## config.mk

```make
export PLATFORM = sky130hd
export DESIGN_NAME = id_ex_stage
export DESIGN_NICKNAME = d
export VERILOG_FILES = /design/src/rtl/id_ex_stage.sv
export SDC_FILE = /design/constraint.sdc
export NUM_CORES = 1
export LEC_CHECK = 0
export ABC_CLOCK_PERIOD_IN_PS = 8700
export CORE_AREA = 2 2 146 148
export DETAILED_ROUTE_END_ITERATION = 12
export DIE_AREA = 0 0 148 150
export GPL_ROUTABILITY_DRIVEN = 0
export GPL_TIMING_DRIVEN = 1
export REMOVE_ABC_BUFFERS = 1
export SLEW_MARGIN = 10
export SYNTH_ARGS = -nofsm -noshare
export SYNTH_HDL_FRONTEND = slang
export SYNTH_SLANG_ARGS = --single-unit
```

## constraint.sdc

```tcl
create_clock -name clk -period 8.7 [get_ports clk]
set_input_delay 1.74 -clock clk [delete_from_list [all_inputs] [get_ports clk]]
set_output_delay 1.74 -clock clk [all_outputs]
set_load 0.05 [all_outputs]
```

## src/rtl/id_ex_stage.sv

```systemverilog
// ID/EX pipeline register with load-use / RAW hazard detection, WB bypass and stall counter.
// Define ID_EX_FWD_EN to enable EX/MEM forwarding; without it, RAW hazards on EX/MEM producers stall.
module id_ex_stage (
    input  logic        clk,
    input  logic        rst,
    input  logic [31:0] id_op1,
    input  logic [31:0] id_op2,
    input  logic [4:0]  id_rs,
    input  logic [4:0]  id_rt,
    input  logic [4:0]  id_rd,
    input  logic [31:0] id_imm,
    input  logic        id_isWB,
    input  logic        id_memRead,
    input  logic        id_memWrite,
    input  logic        id_aluSrc,
    input  logic        id_regDst,
    input  logic        id_useRt,
    input  logic [3:0]  id_aluOp,
    input  logic        flush,
    input  logic        mem_isWB,
    input  logic [4:0]  mem_write_reg,
    input  logic [31:0] mem_result,
    input  logic        wb_isWB,
    input  logic [4:0]  wb_write_reg,
    input  logic [31:0] wb_write_data,
    output logic        stall,
    output logic [31:0] ex_op1,
    output logic [31:0] ex_op2,
    output logic [31:0] ex_imm,
    output logic [4:0]  ex_write_reg,
    output logic [4:0]  ex_rs,
    output logic [4:0]  ex_rt,
    output logic        ex_isWB,
    output logic        ex_memRead,
    output logic        ex_memWrite,
    output logic        ex_aluSrc,
    output logic [3:0]  ex_aluOp,
    output logic [15:0] stall_cnt
);

    // True when a producer writing wr (nonzero) feeds a source the ID instruction actually reads.
    function automatic logic src_hit(input logic vld, input logic [4:0] wr,
                                     input logic [4:0] rs, input logic [4:0] rt,
                                     input logic use_rt);
        return vld && (wr != 5'd0) && ((wr == rs) || (use_rt && (wr == rt)));
    endfunction

    function automatic logic [31:0] sel_op(input logic [4:0] idx, input logic [31:0] rf,
                                           input logic m_vld, input logic [4:0] m_reg,
                                           input logic [31:0] m_dat,
                                           input logic w_vld, input logic [4:0] w_reg,
                                           input logic [31:0] w_dat);
        logic [31:0] r;
        r = rf;
        if (w_vld && (w_reg == idx)) r = w_dat;
        if (m_vld && (m_reg == idx)) r = m_dat;
        if (idx == 5'd0) r = 32'd0;
        return r;
    endfunction

    logic        load_use;
    logic        raw_hazard;
    logic        bubble;
    logic        fwd_vld;
    logic [31:0] op1_sel;
    logic [31:0] op2_sel;
    logic [4:0]  wr_sel;

    assign load_use = src_hit(ex_memRead, ex_write_reg, id_rs, id_rt, id_useRt);

`ifdef ID_EX_FWD_EN
    assign raw_hazard = 1'b0;
    assign fwd_vld    = mem_isWB;
`else
    logic unused_mem_result;
    assign unused_mem_result = ^mem_result;
    assign raw_hazard = src_hit(ex_isWB, ex_write_reg, id_rs, id_rt, id_useRt) ||
                        src_hit(mem_isWB, mem_write_reg, id_rs, id_rt, id_useRt);
    assign fwd_vld    = 1'b0;
`endif

    // Flush squashes the ID instruction, so it never counts as a stall.
    assign stall  = !rst && !flush && (load_use || raw_hazard);
    assign bubble = stall || flush;

    assign op1_sel = sel_op(id_rs, id_op1, fwd_vld, mem_write_reg, mem_result,
                            wb_isWB, wb_write_reg, wb_write_data);
    assign op2_sel = sel_op(id_rt, id_op2, fwd_vld, mem_write_reg, mem_result,
                            wb_isWB, wb_write_reg, wb_write_data);
    assign wr_sel  = id_regDst ? id_rd : id_rt;

    always_ff @(posedge clk or posedge rst) begin
        if (rst) begin
            ex_op1       <= 32'd0;
            ex_op2       <= 32'd0;
            ex_imm       <= 32'd0;
            ex_write_reg <= 5'd0;
            ex_rs        <= 5'd0;
            ex_rt        <= 5'd0;
            ex_isWB      <= 1'b0;
            ex_memRead   <= 1'b0;
            ex_memWrite  <= 1'b0;
            ex_aluSrc    <= 1'b0;
            ex_aluOp     <= 4'd0;
        end else begin
            ex_op1       <= op1_sel;
            ex_op2       <= op2_sel;
            ex_imm       <= id_imm;
            ex_rs        <= id_rs;
            ex_rt        <= id_rt;
            ex_aluSrc    <= id_aluSrc;
            ex_write_reg <= bubble ? 5'd0 : wr_sel;
            ex_isWB      <= bubble ? 1'b0 : id_isWB;
            ex_memRead   <= bubble ? 1'b0 : id_memRead;
            ex_memWrite  <= bubble ? 1'b0 : id_memWrite;
            ex_aluOp     <= bubble ? 4'd0 : id_aluOp;
        end
    end

    always_ff @(posedge clk or posedge rst) begin
        if (rst)
            stall_cnt <= 16'd0;
        else if (stall && (stall_cnt != 16'hFFFF))
            stall_cnt <= stall_cnt + 16'd1;
    end

endmodule
```

==> results of run 1 <==
==> cells by family after synthesis <==
group / after synthesis
adders and majority gates: 1
and+or+nand+nor: 128
DFF: 135
muxes: 70
AOI/OAI and AO/OA: 7
buffers and inverters: 23
xor gates and xnor gates: 45
==> worst max path at each step <==
stage | from | to | cells after the start
2_1_floorplan | rst | stall | 5
3_3_place_gp | rst | stall | 7
3_5_place_dp | rst | stall | 7
4_1_cts | rst | stall | 7
5_1_grt | rst | stall | 7
6_report | rst | stall | 7
==> layout by cell type, fill, tap and decap left out, types with 3 or more instances in the layout <==
cell type,netlist,layout
nor2b_1,5,5
inv_6,0,6
clkdlybuf4s50_1,0,303
nor3_1,8,8
bufinv_16,0,3
inv_1,5,4
nand3_1,6,6
nand4_1,3,3
clkbuf_16,0,17
and2_1,7,7
nor2_1,69,67
xnor2_1,23,23
xor2_1,22,22
and3_1,5,3
nand2_1,11,11
dfrtp_1,135,135
or4_1,3,3
mux2i_1,69,69
nor4_1,4,4
==> power breakdown <==
part           leakage (nW)  internal [W]  switching (W)
Combinational          1.85      0.000157       0.000216
Sequential             1.62      0.000665      0.0000168
Clock                 0.288      0.000453       0.000286
==> final cells by class <==
cell class / instances / area [sq um]
Clock buffer: 18 / 429.2
Multi-Input combinational cell: 251 / 1817
Sequential cell: 135 / 3378
Timing Repair Buffer: 304 / 3040
Fill cell: 1920 / 11490
Clock inverter: 13 / 167.7
Inverter: 5 / 23.77
Tap cell: 275 / 344.1
==> through the flow <==
step	setup slack, ns	utilization
floorplan	1.205	-
global placement	2.644	0.4155
detailed placement	2.593	0.4155
CTS	2.584	0.4444
global route	2.425	0.4447
finish	2.605	0.4447
==> per-layer routing <==
metal	part of all wire	track usage	wire, microns
met2	0.50	0.2678	8459
met4	0.016	0.05714	280
met3	0.087	0.05427	1485
met5	0	0	0
met1	0.40	0.1745	6759
==> flow_metrics.py, run 1 <==
metrics = {
    "run_status": {
        "status": "complete, no violations",
    },
    "floorplan": {
        "io_pins": 336,
        "row_count": 53,
        "core_sq_mm": 0.02069,
        "start_util": 0.2549,
        "fp.dieW_microns": 148,
        "dieArea_sq_mm": 0.02220,
        "die_y_microns": 150,
    },
    "routing": {
        "drc_errors": 0,
        "first_pass_iters": 4,
        "drt_iter0_drc": 138,
        "wl_per_cell_microns": 16.97,
        "ant_nets": 0,
        "num_vias": 4306,
        "wl_microns": 16990,
        "viasPerCell": 4.302,
    },
    "sta": {
        "slew_viol_final": 0,
        "tns_ns": 0,
        "layout_min_cycle_time_ns": 6.095,
        "rsz0062_at_grt": "false",
        "clock.fmax_ghz": 0.1641,
        "skew_ns": 0.005372,
        "hold_violations": 0,
        "finalSetupViolCount": 0,
        "relSlewSlack": 0.2214,
        "worst_slew_pin_slew_ns": 1.168,
        "min_period_over_period": 0.7005,
        "hold_ws_ns": 0.4863,
    },
    "global_routing": {
        "antenna_found_initial": 0,
        "grt_pass1_wl_microns": 25740,
        "overflow": 0,
        "grt_pass1_vias": 4589,
        "grt_start_max_net_pins": 71,
        "grt_usage": 0.1540,
    },
    "synthesis": {
        "synthTopCellsByArea": "dfrtp_1 (64%), mux2i_1 (13%), nor2_1 (4.9%)",
        "yosysMostFrequentCell": "dfrtp_1",
        "synth_compound_area_frac": 0.01423,
        "synthTopCellsByCount": "dfrtp_1 (135), mux2i_1 (69), nor2_1 (69)",
        "netlist.area_leader.share": 0.6406,
        "synth.ff_latch_count": 135,
        "synthAdderAreaFrac": 0.002372,
        "yosysWarnings": 0,
        "synthArstFlopShare": 1.000,
        "synth-seq-area-share": 0.6406,
        "muxShareOfSynthArea": 0.1338,
        "yosysTopAreaCell": "dfrtp_1",
        "synthSimpleGateAreaFrac": 0.1148,
        "ys.flop_type": "dfrtp_1",
        "avgSynthCellArea_sq_um": 12.89,
        "synth-edff-count": 0,
        "synthCells": 409,
        "yosys.cell_types.count": 34,
        "synth_top_family_by_area": "multiplexers",
        "syn-cell-area_sq_mm": 0.005274,
        "synth_xor_area_frac": 0.07473,
    },
    "setup_path": {
        "path_buf_inv": 4,
        "r2r_slack_ns": 6.24,
        "crit_chain": "clkdlybuf4s50_1, inv_6, o221a_1, and2_4, a32oi_4, inv_1, clkdlybuf4s50_1",
        "crit_slowest_cell": "clkdlybuf4s50_1",
        "crit_path_end_kind": "output pin",
        "crit_top_cell": "clkdlybuf4s50_1",
        "r2r_end": "stall_cnt[1]",
        "crit_fanout": 70,
        "critical_path_class": "in2out",
        "critPathTopFamily": "buffers and inverters",
        "cp.arrival_ns": 4.35,
        "critPathMaxStageDelay_ns": 0.80,
        "startpoint_type": "input port",
        "timing.rr.start": "ex_write_reg[1]",
        "r2r_cells": 6,
        "worstPathRequired_ns": 6.96,
    },
    "layout": {
        "finalInstanceArea_sq_mm": 0.009200,
        "n_antenna_cell": 0,
        "fin_nets": 915,
        "drive_above_1_share": 0.05785,
        "reg_top3": "ex_imm: 32 flops, ex_op1: 32 flops, ex_op2: 32 flops",
        "fin_cells": 1001,
        "area_growth_pct": 74.45,
    },
    "min_path": {
        "worstHoldPathType": "reg2reg",
        "min_from": "stall_cnt[5]",
        "hold_path_depth": 1,
        "holdPathEnd": "stall_cnt[5]",
    },
    "clocking": {
        "cts_resized": 0,
        "numCtsBuffers": 17,
        "clockBufferDepth": 2,
        "clk_pin_slew_ns": 0.06,
        "hold_buffers": 0,
        "clk-insertion-delay-late_ns": 0.41,
        "clock-sinks": 135,
        "cts-root-buf": "clkbuf_16",
        "post-cts-setup-buffers": 0,
        "cts_tree": "yes",
        "htreeDepth": 4,
    },
    "power_and_ir_drop": {
        "finalPower_w": 0.001793,
        "leakage_nw": 3.762,
        "power_density_mw_per_mm2": 194.9,
        "ir_drop_v": 0.0001161,
    },
    "placement": {
        "dp_hpwl_microns": 12510,
        "dpl_cell_area_sq_mm": 0.008597,
        "port_buffers": 303,
        "place_inst": 970,
    },
    "flow_run": {
        "cap_violations": 0,
    },
}
No activity file was read; power rests on OpenSTA's default activity.
==> inputs of run 2 (changes only) <==
--- a/config.mk
+++ b/config.mk
@@ -5,7 +5,7 @@
 export SDC_FILE = /design/constraint.sdc
 export NUM_CORES = 1
 export LEC_CHECK = 0
-export ABC_CLOCK_PERIOD_IN_PS = 8700
+export ABC_CLOCK_PERIOD_IN_PS = 5100
 export CORE_AREA = 2 2 146 148
 export DETAILED_ROUTE_END_ITERATION = 12
 export DIE_AREA = 0 0 148 150
==> constraint.sdc (replaced) <==
create_clock -name clk -period 5.1 [get_ports clk]
set_input_delay 1.02 -clock clk [delete_from_list [all_inputs] [get_ports clk]]
set_output_delay 1.02 -clock clk [all_outputs]
set_load 0.05 [all_outputs]
==> run 2 against run 1 <==
Net effect:
- clock skew is 0.0028 ns higher
- highest routed layer unchanged
- power increased by 73%
- combinational power grew 72%
- largest cell class unchanged
- sequential power is 70% higher
- clock power rose by 77%
- utilization increased by 0.25 points
- clock-buffer cell count rose by 1
- register-to-register slack got worse by 3.6 ns
==> flow_metrics.py, run 2 (synthesis results as in run 1) <==
metrics = {
    "global_routing": {
        "grt_pass1_vias": 4710,
        "met3_usage": 0.05610,
        "grt_pass1_wl_microns": 26310,
        "grt_start_max_net_pins": 76,
        "met2_usage": 0.2778,
        "grt_usage": 0.1584,
        "met1_usage": 0.1778,
        "antenna_found_initial": 0,
        "grt-busiest-layer": "met2",
        "overflow": 0,
    },
    "setup_path": {
        "r2r_slack_ns": 2.64,
        "r2r_end": "ex_aluOp[3]",
        "cp.arrival_ns": 3.62,
        "timing.rr.start": "ex_write_reg[1]",
        "crit_path_end_kind": "output pin",
        "r2r_cells": 5,
        "crit_fanout": 16,
        "critical_path_class": "in2out",
        "startpoint_type": "input port",
        "worstPathRequired_ns": 4.08,
    },
    "layout": {
        "num-fill-cells": 1948,
        "finalInstanceArea_sq_mm": 0.009251,
        "final_common_cell": "clkdlybuf4s50_1",
        "fin_cells": 1006,
        "reg_top3": "ex_imm: 32 flops, ex_op1: 32 flops, ex_op2: 32 flops",
        "n_antenna_cell": 0,
        "drive_above_1_share": 0.06293,
        "fin_nets": 919,
        "area_growth_pct": 75.42,
        "layout_common_cells": "clkdlybuf4s50_1 (303), dfrtp_1 (135), mux2i_1 (69)",
    },
    "routing": {
        "viasPerCell": 4.275,
        "drc_errors": 0,
        "wl_per_cell_microns": 17.48,
        "ant_nets": 0,
        "drt_iter0_drc": 111,
        "first_pass_iters": 4,
        "wl_microns": 17590,
        "num_vias": 4301,
    },
    "clocking": {
        "cts_tree": "yes",
        "cts_resized": 0,
        "post-cts-setup-buffers": 0,
        "clock-sinks": 135,
        "hold_buffers": 0,
        "numCtsBuffers": 17,
        "clk_pin_slew_ns": 0.05,
        "clockBufferDepth": 2,
        "cts-root-buf": "clkbuf_16",
        "htreeDepth": 4,
        "clk-insertion-delay-late_ns": 0.41,
    },
    "flow_run": {
        "cap_violations": 0,
    },
    "power_and_ir_drop": {
        "ir_drop_v": 0.0001958,
        "power_density_mw_per_mm2": 336.0,
        "leakage_nw": 3.795,
    },
    "min_path": {
        "min_from": "stall_cnt[12]",
        "hold_path_depth": 1,
        "worstHoldPathType": "reg2reg",
        "holdPathEnd": "stall_cnt[12]",
    },
    "sta": {
        "worst_slew_pin_slew_ns": 0.9710,
        "slew_viol_final": 0,
        "rsz0062_at_grt": "false",
        "finalSetupViolCount": 0,
        "layout_min_cycle_time_ns": 4.635,
        "layout_setup_ws_ns": 0.4647,
        "relSlewSlack": 0.3511,
        "clock.fmax_ghz": 0.2157,
        "skew_ns": 0.008165,
        "min_period_over_period": 0.9089,
        "hold_violations": 0,
    },
    "floorplan": {
        "fp.dieW_microns": 148,
        "core_sq_mm": 0.02069,
        "start_util": 0.2549,
        "die_y_microns": 150,
        "row_count": 53,
        "io_pins": 336,
        "dieArea_sq_mm": 0.02220,
    },
    "placement": {
        "dp_hpwl_microns": 13280,
        "place_inst": 973,
        "post-place-ws_ns": 0.4695,
        "dpl_cell_area_sq_mm": 0.008620,
        "port_buffers": 303,
    },
    "run_status": {
        "status": "complete, no violations",
    },
}
## run 2: cell count changes in the layout (fill, tap and decap cells not counted), sizes merged
| cell | before | now |
|---|---|---|
| buf | 1 | 4 |
| clkbuf | 18 | 20 |
| clkinvlp | 2 | 1 |
| inv | 10 | 11 |
## run 2: power by group
| part | switching [W] | total, W | leakage [nW] | internal (W) |
|---|---|---|---|---|
| sequential | 0.0000289 | 0.00116 | 1.62 | 0.00113 |
| clock | 0.000506 | 0.00131 | 0.305 | 0.000800 |
| combinational | 0.000371 | 0.000640 | 1.87 | 0.000269 |
## run 2: layout make-up
cell class	count	area (sq um)	area share
Timing Repair Buffer	308	3068	0.3316
Clock inverter	13	183.9	0.01988
Clock buffer	19	442.9	0.04788
Sequential cell	135	3378	0.3652
Inverter	5	23.77	0.002570
Tap cell	275	344.1	0.03719
Multi-Input combinational cell	251	1810	0.1957
## run 2: layer usage
| metal | share of wire | wire, microns |
|---|---|---|
| met2 | 0.50 | 8824 |
| met5 | 0 | 0 |
| met1 | 0.39 | 6873 |
| met4 | 0.020 | 344 |
| met3 | 0.088 | 1545 |
## run 2: stage by stage
step,total power (W),setup TNS [ns],hold WS (ns),util
after global placement,0.001819,0,0.4788,0.4166
after detailed placement,0.001830,0,0.4991,0.4166
after CTS,0.003157,0,0.5067,0.4469
after global routing,0.003236,0,0.5208,0.4471
final,0.003108,0,0.5018,0.4471
after floorplan,0.001508,-2.236,0.7890,-
## run 2: worst max path at each step
stage	cells after the start	to	slack, ns	start
global placement	6	stall	0.53	mem_write_reg[0]
finish	7	stall	0.46	id_rt[0]
global route	7	stall	0.38	id_rt[0]
floorplan	5	stall	-0.95	rst
CTS	7	stall	0.46	id_rt[0]
detailed placement	7	stall	0.47	id_rt[0]
## run 2: critical path, cell delays in order
cell             delay (ns)
clkdlybuf4s50_1        0.64
xnor2_1                0.29
nand4_1                0.13
o22ai_1                0.31
a32oi_4                0.30
inv_1                  0.12
clkdlybuf4s50_1        0.80
==> inputs of run 3 (changes only) <==
--- a/config.mk
+++ b/config.mk
@@ -6,11 +6,13 @@
 export NUM_CORES = 1
 export LEC_CHECK = 0
 export ABC_CLOCK_PERIOD_IN_PS = 5100
-export CORE_AREA = 2 2 146 148
+export CAP_MARGIN = 10
+export CORE_AREA = 2 2 130 132
 export DETAILED_ROUTE_END_ITERATION = 12
-export DIE_AREA = 0 0 148 150
+export DIE_AREA = 0 0 132 134
 export GPL_ROUTABILITY_DRIVEN = 0
 export GPL_TIMING_DRIVEN = 1
+export PLACE_DENSITY = 0.76
 export REMOVE_ABC_BUFFERS = 1
 export SLEW_MARGIN = 10
 export SYNTH_ARGS = -nofsm -noshare
==> run 3 against run 2 <==
Net effect:
- final cell count down 5.5%
- maximum frequency grew 5.0%
- largest cell class unchanged
- clock skew increased by 0.0023 ns
- critical path depth stayed put
- sequential share of layout area increased by 0.54 points
- hold slack lost 0.011 ns
- sequential cell count stayed put
==> flow_metrics.py, run 3 (synthesis results as in run 1) <==
metrics = {
    "layout": {
        "finalInstanceArea_sq_mm": 0.009117,
        "area_growth_pct": 72.88,
        "reg_top3": "ex_imm: 32 flops, ex_op1: 32 flops, ex_op2: 32 flops",
        "n_antenna_cell": 0,
        "layout_common_cells": "clkdlybuf4s50_1 (303), dfrtp_1 (135), mux2i_1 (69)",
        "num-fill-cells": 1389,
        "final_common_cell": "clkdlybuf4s50_1",
        "fin_nets": 919,
        "drive_above_1_share": 0.06293,
        "fin_cells": 951,
    },
    "power_and_ir_drop": {
        "finalPower_w": 0.002960,
        "p_int_w": 0.002091,
        "leakage_nw": 3.753,
        "netSwitchingFraction": 0.2937,
        "switching_power_w": 0.0008695,
        "power_density_mw_per_mm2": 324.7,
        "power.share.clock": 0.391,
        "seq_power_share": 0.393,
        "pwr-share-comb": 0.216,
        "ir_drop_v": 0.0001946,
    },
    "floorplan": {
        "core_sq_mm": 0.01629,
        "die_y_microns": 134,
        "io_pins": 336,
        "dieArea_sq_mm": 0.01769,
        "row_count": 47,
        "start_util": 0.3238,
        "fp.dieW_microns": 132,
    },
    "global_routing": {
        "overflow": 0,
        "antenna_found_initial": 0,
        "grt_pass1_vias": 4884,
        "grt_usage": 0.1926,
        "grt_pass1_wl_microns": 25920,
        "grt_start_max_net_pins": 60,
    },
    "sta": {
        "rsz0062_at_grt": "false",
        "hold_violations": 0,
        "finalSetupViolCount": 0,
        "min_period_over_period": 0.8654,
        "tns_ns": 0,
        "relSlewSlack": 0.2322,
        "layout_min_cycle_time_ns": 4.414,
        "layout_setup_ws_ns": 0.6863,
        "clock.fmax_ghz": 0.2266,
        "skew_ns": 0.01044,
        "worst_slew_pin_slew_ns": 1.152,
        "slew_viol_final": 0,
    },
    "routing": {
        "num_vias": 4361,
        "first_pass_iters": 4,
        "ant_nets": 0,
        "drt_iter0_drc": 129,
        "wl_per_cell_microns": 17.58,
        "viasPerCell": 4.586,
        "wl_microns": 16720,
        "drc_errors": 0,
    },
    "setup_path": {
        "crit_top_cell": "clkdlybuf4s50_1",
        "crit_chain": "clkdlybuf4s50_1, xnor2_1, nand4_1, o22ai_1, a32oi_4, inv_1, clkdlybuf4s50_1",
        "crit_slowest_cell": "clkdlybuf4s50_1",
        "cp.arrival_ns": 3.39,
        "startpoint_type": "input port",
        "worstPathRequired_ns": 4.08,
        "crit_fanout": 6,
        "critPathMaxStageDelay_ns": 0.81,
        "critical_path_class": "in2out",
        "crit_path_end_kind": "output pin",
    },
    "clocking": {
        "post-cts-setup-buffers": 0,
        "numCtsBuffers": 17,
        "clockBufferDepth": 2,
        "hold_buffers": 0,
        "clk-insertion-delay-late_ns": 0.41,
        "clock-sinks": 135,
        "cts-root-buf": "clkbuf_16",
        "clk_pin_slew_ns": 0.06,
        "htreeDepth": 4,
        "cts_tree": "yes",
        "cts_resized": 0,
    },
    "flow_run": {
        "cap_violations": 0,
    },
    "placement": {
        "place_inst": 919,
        "dpl_cell_area_sq_mm": 0.008553,
        "post-place-ws_ns": 0.6900,
        "port_buffers": 303,
        "dp_hpwl_microns": 12760,
    },
    "run_status": {
        "status": "complete, no violations",
    },
    "min_path": {
        "worstHoldPathType": "reg2reg",
    },
}
run 3: cell types whose count changed in the layout (fill, tap and decap cells not counted):
cell	change
clkinv_2	+2
nor2_4	-1
inv_8	-3
inv_6	+1
nor2_2	+1
bufinv_16	-2
clkinv_4	-2
clkinvlp_4	+4
buf_4	+1
clkbuf_2	-1
run 3: routing by layer:
layer	track usage	part of all wire
met1	0.1994	0.36
met2	0.3438	0.52
met3	0.07256	0.092
met4	0.09360	0.032
met5	0	0
run 3: through the flow:
stage | hold WS, ns | utilization
after floorplan | 0.7890 | -
after global placement | 0.4802 | 0.5251
after detailed placement | 0.4873 | 0.5251
after CTS | 0.4949 | 0.5597
after global routing | 0.5038 | 0.5597
final | 0.4907 | 0.5597
run 3: critical path, delay by kind of cell:
kind            cells  cell delay, ns
buf+inv             3            1.60
xor+xnor            1            0.17
compound gates      2            0.50
simple gates        1            0.10
run 3: power groups by stage:
| stage | clock [W] | sequential, W | combinational (W) |
|---|---|---|---|
| 4_1_cts | 0.00119 | 0.00116 | 0.000644 |
| 3_3_place_gp | 0 | 0.00118 | 0.000632 |
| 2_1_floorplan | 0 | 0.00141 | 0.0000987 |
| 3_5_place_dp | 0 | 0.00118 | 0.000642 |
| 6_report | 0.00116 | 0.00116 | 0.000638 |
| 5_1_grt | 0.00124 | 0.00117 | 0.000670 |
run 3: worst paths after layout:
kind / endpoint / slack (ns) / startpoint / cells after the start
max: stall / 0.69 / id_rt[0] / 7
min: stall_cnt[5] / 0.49 / stall_cnt[5] / 1
max reg2reg: ex_memRead / 2.64 / ex_write_reg[2] / 4
min reg2reg: stall_cnt[5] / 0.49 / stall_cnt[5] / 1
max in group asynchronous: stall_cnt[0] / 3.14 / rst / 3
min in group asynchronous: ex_rs[4] / 0.95 / rst / 2
run 3: cell type report:
class,count,area (sq um),area share
clock buffer,19,442.9,0.04858
clock inverter,13,121.4,0.01331
tap,220,275.3,0.03019
timing repair buffer,308,3070,0.3368
inverter,5,23.77,0.002607
sequential,135,3378,0.3705
multi-input combinational,251,1805,0.1980
